<file path="config.mk">
export PLATFORM = sky130hd
export DESIGN_NAME = restoring_div_flat
export DESIGN_NICKNAME = d
export VERILOG_FILES = /design/src/rtl/restoring_div_if.sv /design/src/rtl/restoring_div.sv /design/src/flat_wrapper.sv
export SDC_FILE = /design/constraint.sdc
export NUM_CORES = 1
export LEC_CHECK = 0
export CAP_MARGIN = 40
export CORE_AREA = 3 3 68 70
export CTS_CLUSTER_DIAMETER = 30
export DETAILED_ROUTE_END_ITERATION = 6
export DIE_AREA = 0 0 71 73
export MAX_ROUTING_LAYER = met4
export PLACE_DENSITY = 0.67
export SYNTH_ARGS = -nofsm -noshare
export SYNTH_HDL_FRONTEND = slang
export SYNTH_SLANG_ARGS = --single-unit
</file>
<file path="constraint.sdc">
create_clock -name clk -period 6.55 [get_ports clk]
set_input_delay 0.655 -clock clk [delete_from_list [all_inputs] [get_ports clk]]
set_output_delay 0.655 -clock clk [all_outputs]
set_load 0.02 [all_outputs]
</file>
<file path="src/rtl/restoring_div_if.sv">
// Handshake and operand/result bundle for the restoring divider.
// The master drives operands and result acceptance; the slave is the divider.
interface restoring_div_if #(
    parameter int WIDTH = 4
);
    logic                   in_valid;
    logic                   in_ready;
    logic [2*WIDTH-1:0]     dividend;
    logic [WIDTH-1:0]       divisor;
    logic                   out_valid;
    logic                   out_ready;
    logic [WIDTH-1:0]       quotient;
    logic [WIDTH-1:0]       remainder;
    logic                   div_by_zero;
    logic                   overflow;

    modport master (
        output in_valid, dividend, divisor, out_ready,
        input  in_ready, out_valid, quotient, remainder, div_by_zero, overflow
    );

    modport slave (
        input  in_valid, dividend, divisor, out_ready,
        output in_ready, out_valid, quotient, remainder, div_by_zero, overflow
    );
endinterface

</file>
<file path="src/rtl/restoring_div.sv">
// Sequential restoring divider: 2*WIDTH-bit dividend by WIDTH-bit divisor,
// one quotient bit per cycle, valid/ready on both sides, one operation at a time.
module restoring_div #(
    parameter int WIDTH = 4
) (
    input  logic            clk,
    input  logic            rst_n,
    restoring_div_if.slave  bus
);
    localparam int CNT_W = $clog2(WIDTH + 1);

    typedef enum logic [1:0] {IDLE, CALC, DONE} state_t;

    state_t             state;
    logic [WIDTH-1:0]   part_rem;
    logic [WIDTH-1:0]   dq_sr;
    logic [WIDTH-1:0]   divisor_q;
    logic [CNT_W-1:0]   cnt;
    logic [WIDTH-1:0]   quotient_q;
    logic [WIDTH-1:0]   remainder_q;
    logic               dbz_q;
    logic               ovf_q;
    logic               out_valid_q;

    logic [WIDTH-1:0]   hi_half;
    logic [WIDTH-1:0]   lo_half;
    logic [WIDTH:0]     trial;
    logic [WIDTH:0]     diff;
    logic               q_bit;
    logic [WIDTH-1:0]   rem_next;

    assign hi_half = bus.dividend[2*WIDTH-1:WIDTH];
    assign lo_half = bus.dividend[WIDTH-1:0];

    // Since part_rem < divisor is kept as an invariant, diff's top bit is
    // exactly the borrow, so it doubles as the trial-subtraction verdict.
    // NOTE: every always_comb output is assigned on every path, so no latch is inferred.
    always_comb begin
        trial    = {part_rem, dq_sr[WIDTH-1]};
        diff     = trial - {1'b0, divisor_q};
        q_bit    = ~diff[WIDTH];
        rem_next = q_bit ? diff[WIDTH-1:0] : trial[WIDTH-1:0];
    end

    // dq_sr shifts dividend low-half bits out of its MSB while quotient bits
    // enter at its LSB; after WIDTH shifts it holds the quotient.
    // NOTE: sequential state uses non-blocking assignments only.
    always_ff @(posedge clk or negedge rst_n) begin
        if (!rst_n) begin
            state       <= IDLE;
            part_rem    <= '0;
            dq_sr       <= '0;
            divisor_q   <= '0;
            cnt         <= '0;
            quotient_q  <= '0;
            remainder_q <= '0;
            dbz_q       <= 1'b0;
            ovf_q       <= 1'b0;
            out_valid_q <= 1'b0;
        end else begin
            case (state)
                IDLE: begin
                    if (bus.in_valid) begin
                        if (bus.divisor == '0) begin
                            quotient_q  <= '1;
                            remainder_q <= lo_half;
                            dbz_q       <= 1'b1;
                            ovf_q       <= 1'b0;
                            state       <= DONE;
                        end else if (hi_half >= bus.divisor) begin
                            quotient_q  <= '1;
                            remainder_q <= '0;
                            dbz_q       <= 1'b0;
                            ovf_q       <= 1'b1;
                            state       <= DONE;
                        end else begin
                            part_rem  <= hi_half;
                            dq_sr     <= lo_half;
                            divisor_q <= bus.divisor;
                            cnt       <= CNT_W'(WIDTH);
                            state     <= CALC;
                        end
                    end
                end
                CALC: begin
                    part_rem <= rem_next;
                    dq_sr    <= {dq_sr[WIDTH-2:0], q_bit};
                    cnt      <= cnt - CNT_W'(1);
                    if (cnt == CNT_W'(1)) begin
                        quotient_q  <= {dq_sr[WIDTH-2:0], q_bit};
                        remainder_q <= rem_next;
                        dbz_q       <= 1'b0;
                        ovf_q       <= 1'b0;
                        out_valid_q <= 1'b1;
                        state       <= DONE;
                    end
                end
                DONE: begin
                    // Flag results enter DONE with out_valid low; it rises on
                    // the following edge, giving those paths one cycle latency.
                    if (out_valid_q && bus.out_ready) begin
                        out_valid_q <= 1'b0;
                        state       <= IDLE;
                    end else begin
                        out_valid_q <= 1'b1;
                    end
                end
                default: state <= IDLE;
            endcase
        end
    end

    assign bus.in_ready    = (state == IDLE);
    assign bus.out_valid   = out_valid_q;
    assign bus.quotient    = quotient_q;
    assign bus.remainder   = remainder_q;
    assign bus.div_by_zero = dbz_q;
    assign bus.overflow    = ovf_q;
endmodule

</file>
<file path="src/flat_wrapper.sv">
// flat-port wrapper written by rule: the top's interface ports become plain ports
module restoring_div_flat 
#(
    parameter int WIDTH = 4
)
  (clk, rst_n, bus_in_valid, bus_dividend, bus_divisor, bus_out_ready, bus_in_ready, bus_out_valid, bus_quotient, bus_remainder, bus_div_by_zero, bus_overflow);
  restoring_div_if #(.WIDTH(WIDTH)) bus_i ();
  input  logic clk;
  input  logic rst_n;
  input wire logic [$bits(bus_i.in_valid)-1:0] bus_in_valid;
  input wire logic [$bits(bus_i.dividend)-1:0] bus_dividend;
  input wire logic [$bits(bus_i.divisor)-1:0] bus_divisor;
  input wire logic [$bits(bus_i.out_ready)-1:0] bus_out_ready;
  output wire logic [$bits(bus_i.in_ready)-1:0] bus_in_ready;
  output wire logic [$bits(bus_i.out_valid)-1:0] bus_out_valid;
  output wire logic [$bits(bus_i.quotient)-1:0] bus_quotient;
  output wire logic [$bits(bus_i.remainder)-1:0] bus_remainder;
  output wire logic [$bits(bus_i.div_by_zero)-1:0] bus_div_by_zero;
  output wire logic [$bits(bus_i.overflow)-1:0] bus_overflow;
  assign bus_i.in_valid = bus_in_valid;
  assign bus_i.dividend = bus_dividend;
  assign bus_i.divisor = bus_divisor;
  assign bus_i.out_ready = bus_out_ready;
  assign bus_in_ready = bus_i.in_ready;
  assign bus_out_valid = bus_i.out_valid;
  assign bus_quotient = bus_i.quotient;
  assign bus_remainder = bus_i.remainder;
  assign bus_div_by_zero = bus_i.div_by_zero;
  assign bus_overflow = bus_i.overflow;
  restoring_div #(.WIDTH(WIDTH)) u_core (.clk(clk), .rst_n(rst_n), .bus(bus_i));
endmodule
</file>
==> results of run 1 <==
-- per-stage QoR --
step | power [mW] | util | area (um2) | hold slack, ns | cells
final | 1.04 | 0.489 | 1970 | 0.483 | 249
after global routing | 1.14 | 0.489 | 1970 | 0.506 | 249
after CTS | 1.05 | 0.489 | 1970 | 0.482 | 249
after detailed placement | 0.908 | 0.471 | 1900 | 0.461 | 245
after global placement | 0.899 | 0.471 | 1900 | 0.462 | 245
after floorplan | 0.745 | - | 1590 | 0.359 | 173
-- worst max-delay path, cell delays in order --
cell	delay (ns)
clkdlybuf4s50_1	0.50
inv_1	0.05
ha_1	0.25
nand2b_1	0.14
a211oi_1	0.30
nor2_1	0.13
o41ai_4	0.87
o21ai_1	0.15
o21ai_1	0.15
-- cell usage after synthesis, drive strengths merged --
master / count
nand2: 31
dfrtp: 28
nor2: 20
a31oi: 13
inv: 12
o21ai: 12
ha: 10
a21oi: 9
nor2b: 6
nand2b: 5
buf: 3
clkbuf: 3
mux2: 3
a211oi: 2
mux2i: 2
xor2: 2
and2: 1
fa: 1
nor4: 1
o211a: 1
o21bai: 1
o22a: 1
o22ai: 1
o31ai: 1
o41ai: 1
or2: 1
or3: 1
xnor2: 1
-- worst min path at each step --
stage | startpoint | end | slack, ns | cells past startpoint
2_1_floorplan | rst_n | u_core.bus.div_by_zero | 0.36 | 0
5_1_grt | u_core.cnt[2] | u_core.cnt[2] | 0.51 | 1
6_report | u_core.cnt[2] | u_core.cnt[2] | 0.48 | 1
3_3_place_gp | u_core.cnt[2] | u_core.cnt[2] | 0.46 | 1
3_5_place_dp | u_core.cnt[2] | u_core.cnt[2] | 0.46 | 1
4_1_cts | u_core.cnt[2] | u_core.cnt[2] | 0.48 | 1
-- cell usage in the layout, fill, tap and decap left out, types with 3 or more instances in the layout --
| master | netlist | routed |
|---|---|---|
| nand2b_1 | 5 | 5 |
| o21ai_0 | 5 | 5 |
| nor2b_1 | 6 | 6 |
| ha_1 | 10 | 10 |
| a21oi_1 | 5 | 5 |
| a31oi_1 | 13 | 13 |
| o21ai_1 | 7 | 7 |
| clkbuf_8 | 0 | 3 |
| a21oi_2 | 4 | 4 |
| nand2_1 | 31 | 31 |
| nor2_1 | 19 | 19 |
| mux2_1 | 3 | 3 |
| clkdlybuf4s50_1 | 0 | 27 |
| inv_1 | 12 | 12 |
| dfrtp_1 | 28 | 28 |
-- kinds of logic (layout without fill, tap and decap cells) --
kind of cell	Yosys count	in the layout	share of synthesized area
xor gates and xnor gates	3	3	0.0165
adders and majority gates	11	11	0.0913
DFF	28	28	0.441
muxes	5	5	0.0338
and+or+nand+nor	66	66	0.190
buffers and inverters	18	44	0.0488
AOI/OAI and AO/OA	42	42	0.179
-- metal layers --
| metal | global-route usage | part of all wire |
|---|---|---|
| met5 | - | 0 |
| met4 | 0.0438 | 0.011 |
| met3 | 0.0124 | 0.015 |
| met2 | 0.228 | 0.49 |
| met1 | 0.181 | 0.48 |
-- state kept, by name (all words and copies together) (netlist names) --
register / count
u_core.divisor_q: 4
u_core.bus.div_by_zero: 1
u_core.bus.out_valid: 1
u_core.dq_sr: 4
u_core.state: 2
u_core.bus.remainder: 4
u_core.bus.overflow: 1
u_core.bus.quotient: 4
u_core.part_rem: 4
u_core.cnt: 3
-- cell type report --
type | count | area, um2
multi-input combinational | 127 | 812
fill | 395 | 2060
timing repair buffer | 28 | 278
clock inverter | 1 | 30.0
tap | 50 | 62.6
clock buffer | 3 | 41.3
sequential | 28 | 701
inverter | 12 | 45.0
-- where the power goes --
group          internal (mW)  total, mW  switching, mW
sequential             0.259      0.318         0.0592
clock                 0.0818      0.138         0.0559
combinational          0.261      0.584          0.323
==> results.tsv, run 1 <==
stage	metric	value	unit
status	status	completed	
grt	maximum number of pins on one net before global-route repair	29	
sta	Finish-stage setup viols	0	
cts	Post-CTS Setup Repair Bufs	0	
die	Site Rows	23	
die	die area	5180	um2
job	Max Cap Viol	0	
logic_synthesis	Mean Syn Cell Area	9.19	um2
cts	CTS tree	built	
finish	Nets	227	
setup_path	flop-to-flop setup slack	3.87	ns
cts	CTS Hold Buffers Added	0	
die	Die Height	73	um
sta	Worst Skew	0.00221	ns
grt	vias in the first global route	1222	
die	core box area	4030	um2
setup_path	capture point of the worst path	u_core.cnt[2]	
cts	Skew-Pair Late Insertion Delay	0.27	ns
routing	DR iter-0 viols	35	
logic_synthesis	most area-hungry cell type in the Yosys netlist	dfrtp_1	
logic_synthesis	Mapped Cells	173	
logic_synthesis	Unique masters post-synth	32	
logic_synthesis	Yosys warning total	0	
routing	total wire length	3300	um
cts	Clock Tree Buf Depth	2	
routing	Via density	5.08	
sta	Max Slew Vio Count	0	
logic_synthesis	Syn Nets	200	
finish	n_diodes	0	
sta	final worst path period share	0.457	
setup_path	Critical Setup Path Class	input pin to flip-flop	
grt	GRT Residual Overflow	0	
grt	first-pass GRT wire length	5600	um
power_and_ir_drop	Leakage	0.868	nW
setup_path	Critical Path Start	bus_dividend[4]	
setup_path	RR Startpoint	u_core.divisor_q[0]	
sta	post-layout min period	2.99	ns
sta	Setup WS post-layout	3.56	ns
sta	Slew @ Worst Pin	0.930	ns
die	# IOs	28	
routing	Vias	1266	
power_and_ir_drop	Max VDD drop	0.173	mV
place	dpl hpwl	2470	um
routing	ANT nets after route	0	
cts	Post-CTS Resized	0	
sta	Worst slew margin	0.378	
setup_path	Crit Path Max Fanout	19	
die	Initial Util	0.395	
finish	layout cells sized above 1	0.0653	
cts	CTS sink count	28	
routing	Pre-antenna DRT Iters	4	
cts	clock slew at reported path FFs	0.10	ns
cts	CTS Buf Count	3	
routing	DRC Markers	0	
setup_path	CP endpoint kind	flip-flop	
place	Setup WS pre-CTS	3.26	ns
grt	initial antenna violation count	0	
place	# port buffers	27	
logic_synthesis	area share of the largest cell type after synthesis	0.441	
sta	Fin. Hold Viols	0	
logic_synthesis	synthesized area	1590	um2
cts	root buffer cell	clkbuf_8	
setup_path	required time worst endpoint	6.76	ns
die	Die W	71	um
logic_synthesis	dominant cells by area after synthesis	dfrtp_1 (44%), ha_1 (7.9%), nand2_1 (7.3%)	
min_path	Hold Path Class	flip-flop to flip-flop	
place	gpl congestion	0.766	
setup_path	Worst Path Arrival	3.20	ns
routing	wire length per cell	13.3	um
sta	setup_tns	0	ns
logic_synthesis	register area share after synthesis	0.441	
finish	P&R area growth vs syn	23.8	%
cts	H-tree Lvls	1	
setup_path	Reg2Reg Depth	8	
power_and_ir_drop	P per Cell Area	528	nW/um2
setup_path	startpoint types	input pin	
sta	RSZ-0062 raised after global routing	false	
setup_path	R2R Path End	u_core.part_rem[3]	
sta	Peak Freq	334	MHz
grt	Global Route Usage Sum	0.138	
logic_synthesis	Seq cells post-synth	28	
Power figures use the tool's default switching activity.
==> run 2, diff against run 1 <==
clock period = 2.76 ns   (was 6.55 ns; I/O delays follow)
==> run 2 against run 1 <==
  * Core utilization increased by 2.0 points
  * Non-clock buffer count grew 9
  * Via count is 0.79% higher
  * Critical path depth stayed put
  * Largest power group unchanged
  * Sequential cell count unchanged
  * Clock power rose by 130%
  * Critical path type is now flip-flop to flip-flop
  * Sequential share of layout area down 1.4 points
==> results.tsv, run 2 (synthesis gave the netlist of run 1 again) <==
stage	metric	value	unit	change
routing	ANT nets after route	0		unchanged
power_and_ir_drop	Max VDD drop	0.407	mV	+140%
cts	H-tree Lvls	1		unchanged
sta	Worst Skew	0.00575	ns	+0.00354 ns
grt	Global Route Usage Sum	0.153		+0.0152
setup_path	startpoint types	flip-flop		
grt	GRT Residual Overflow	0		unchanged
cts	Skew-Pair Late Insertion Delay	0.27	ns	about the same
routing	Pre-antenna DRT Iters	4		unchanged
sta	RSZ-0062 raised after global routing	false		
routing	Via density	4.95		-2.7%
sta	final worst path period share	0.840		
sta	Worst slew margin	0.461		+0.0835
routing	DR iter-0 viols	56		+60%
die	Initial Util	0.395		unchanged
grt	first-pass GRT wire length	6030	um	+7.8%
routing	Vias	1276		+0.79%
die	Die Height	73	um	unchanged
cts	Post-CTS Resized	0		unchanged
finish	layout cells sized above 1	0.106		+0.0404
finish	Final Core Density	0.509		+0.0199
min_path	Hold Path Class	input pin to asynchronous set/reset pin		
sta	Peak Freq	431	MHz	
die	# IOs	28		unchanged
setup_path	Worst Path Arrival	2.52	ns	-0.68 ns
setup_path	R2R Path End	u_core.part_rem[1]		
setup_path	Critical Setup Path Class	flip-flop to flip-flop		
cts	CTS Hold Buffers Added	0		unchanged
setup_path	Reg2Reg Depth	9		+1
cts	CTS Buf Count	3		unchanged
sta	post-layout min period	2.32	ns	
finish	commonest cells after routing, fill and taps aside	nand2_1 (31), dfrtp_1 (28), clkdlybuf4s50_1 (27)		
finish	P&R area growth vs syn	28.9	%	
setup_path	Largest stage delay, worst path	0.41	ns	-0.46 ns
cts	CTS tree	built		
cts	Clock Tree Buf Depth	2		unchanged
sta	setup_tns	0	ns	unchanged
setup_path	CP endpoint kind	flip-flop		
die	Site Rows	23		unchanged
grt	vias in the first global route	1306		+6.9%
setup_path	Buf+Inv Stages, Crit Path	1		-1
job	Max Cap Viol	0		unchanged
setup_path	Crit Path Max Fanout	4		-15
finish	Nets	236		+4.0%
grt	maximum number of pins on one net before global-route repair	29		unchanged
setup_path	CP Cell Sequence	ha_1, fa_1, nand2b_1, a21oi_1, xor2_1, buf_4, mux2i_1, nand2_1, a31oi_1		
cts	clock slew at reported path FFs	0.10	ns	about the same
cts	Post-CTS Setup Repair Bufs	0		unchanged
cts	root buffer cell	clkbuf_8		
routing	wire length per cell	13.5	um	+1.9%
die	die area	5180	um2	unchanged
setup_path	RR Startpoint	u_core.divisor_q[0]		
sta	Max Slew Vio Count	0		unchanged
grt	initial antenna violation count	0		unchanged
setup_path	required time worst endpoint	2.96	ns	-3.80 ns
routing	total wire length	3490	um	+5.6%
power_and_ir_drop	P per Cell Area	1250	nW/um2	+140%
setup_path	CP delay by family, top	adder cells		
place	gpl congestion	0.801		+4.5%
place	dpl hpwl	2680	um	+8.4%
finish	n_diodes	0		unchanged
finish	most common cell after layout, fill and taps aside	nand2_1		
place	# port buffers	27		unchanged
sta	Fin. Hold Viols	0		unchanged
status	status	completed		
setup_path	flop-to-flop setup slack	0.44	ns	-3.43 ns
power_and_ir_drop	total power	2.57	mW	+150%
setup_path	slowest cell on the critical path	dfrtp_1		
cts	CTS sink count	28		unchanged
power_and_ir_drop	Leakage	0.917	nW	+5.6%
sta	WHS	0.378	ns	-0.105 ns
sta	Slew @ Worst Pin	0.808	ns	-0.122 ns
routing	DRC Markers	0		unchanged
die	Die W	71	um	unchanged
die	core box area	4030	um2	unchanged
sta	Finish-stage setup viols	0		unchanged
[run 2: cell types whose count changed in the layout (fill, tap and decap cells not counted)]
cell and delta:
buf_4 +8, buf_12 +1
[run 2: how the worst max path moves through the flow]
stage	startpoint	endpoint	slack [ns]	cells past startpoint
after CTS	u_core.divisor_q[0]	u_core.part_rem[1]	0.43	9
after floorplan	u_core.divisor_q[0]	u_core.part_rem[3]	0.47	8
final	u_core.divisor_q[0]	u_core.part_rem[1]	0.44	9
after global routing	u_core.divisor_q[0]	u_core.part_rem[0]	0.24	9
after detailed placement	bus_dividend[4]	u_core.bus.quotient[3]	0.17	10
after global placement	bus_divisor[3]	u_core.bus.quotient[2]	0.21	9
[run 2: per-stage QoR]
step | setup slack (ns) | cells | instance area, um2
CTS | 0.429 | 258 | 2050
detailed placement | 0.172 | 254 | 1980
floorplan | 0.466 | 173 | 1590
global placement | 0.205 | 254 | 1980
finish | 0.441 | 258 | 2050
global route | 0.235 | 258 | 2050
[run 2: routing by layer]
layer / global-route usage / vias to the layer above / part of all wire
met5: - / - / 0
met4: 0.0438 / 0 / 0.0083
met3: 0.0207 / 2 / 0.019
met2: 0.264 / 13 / 0.51
met1: 0.189 / 602 / 0.46
li1: - / 659 / -
[run 2: where the power goes]
group | leakage (nW) | internal [mW] | switching, mW
Combinational | 0.554 | 0.705 | 0.779
Sequential | 0.327 | 0.614 | 0.145
Clock | 0.0357 | 0.194 | 0.128
Total | 0.917 | 1.51 | 1.05
[run 2: area by class of cell]
class / count / area [um2]
Fill cell: 399 / 1980
Multi-Input combinational cell: 127 / 812
Sequential cell: 28 / 701
Timing Repair Buffer: 37 / 358
Tap cell: 50 / 62.6
Inverter: 12 / 45.0
Clock buffer: 3 / 41.3
Clock inverter: 1 / 30.0
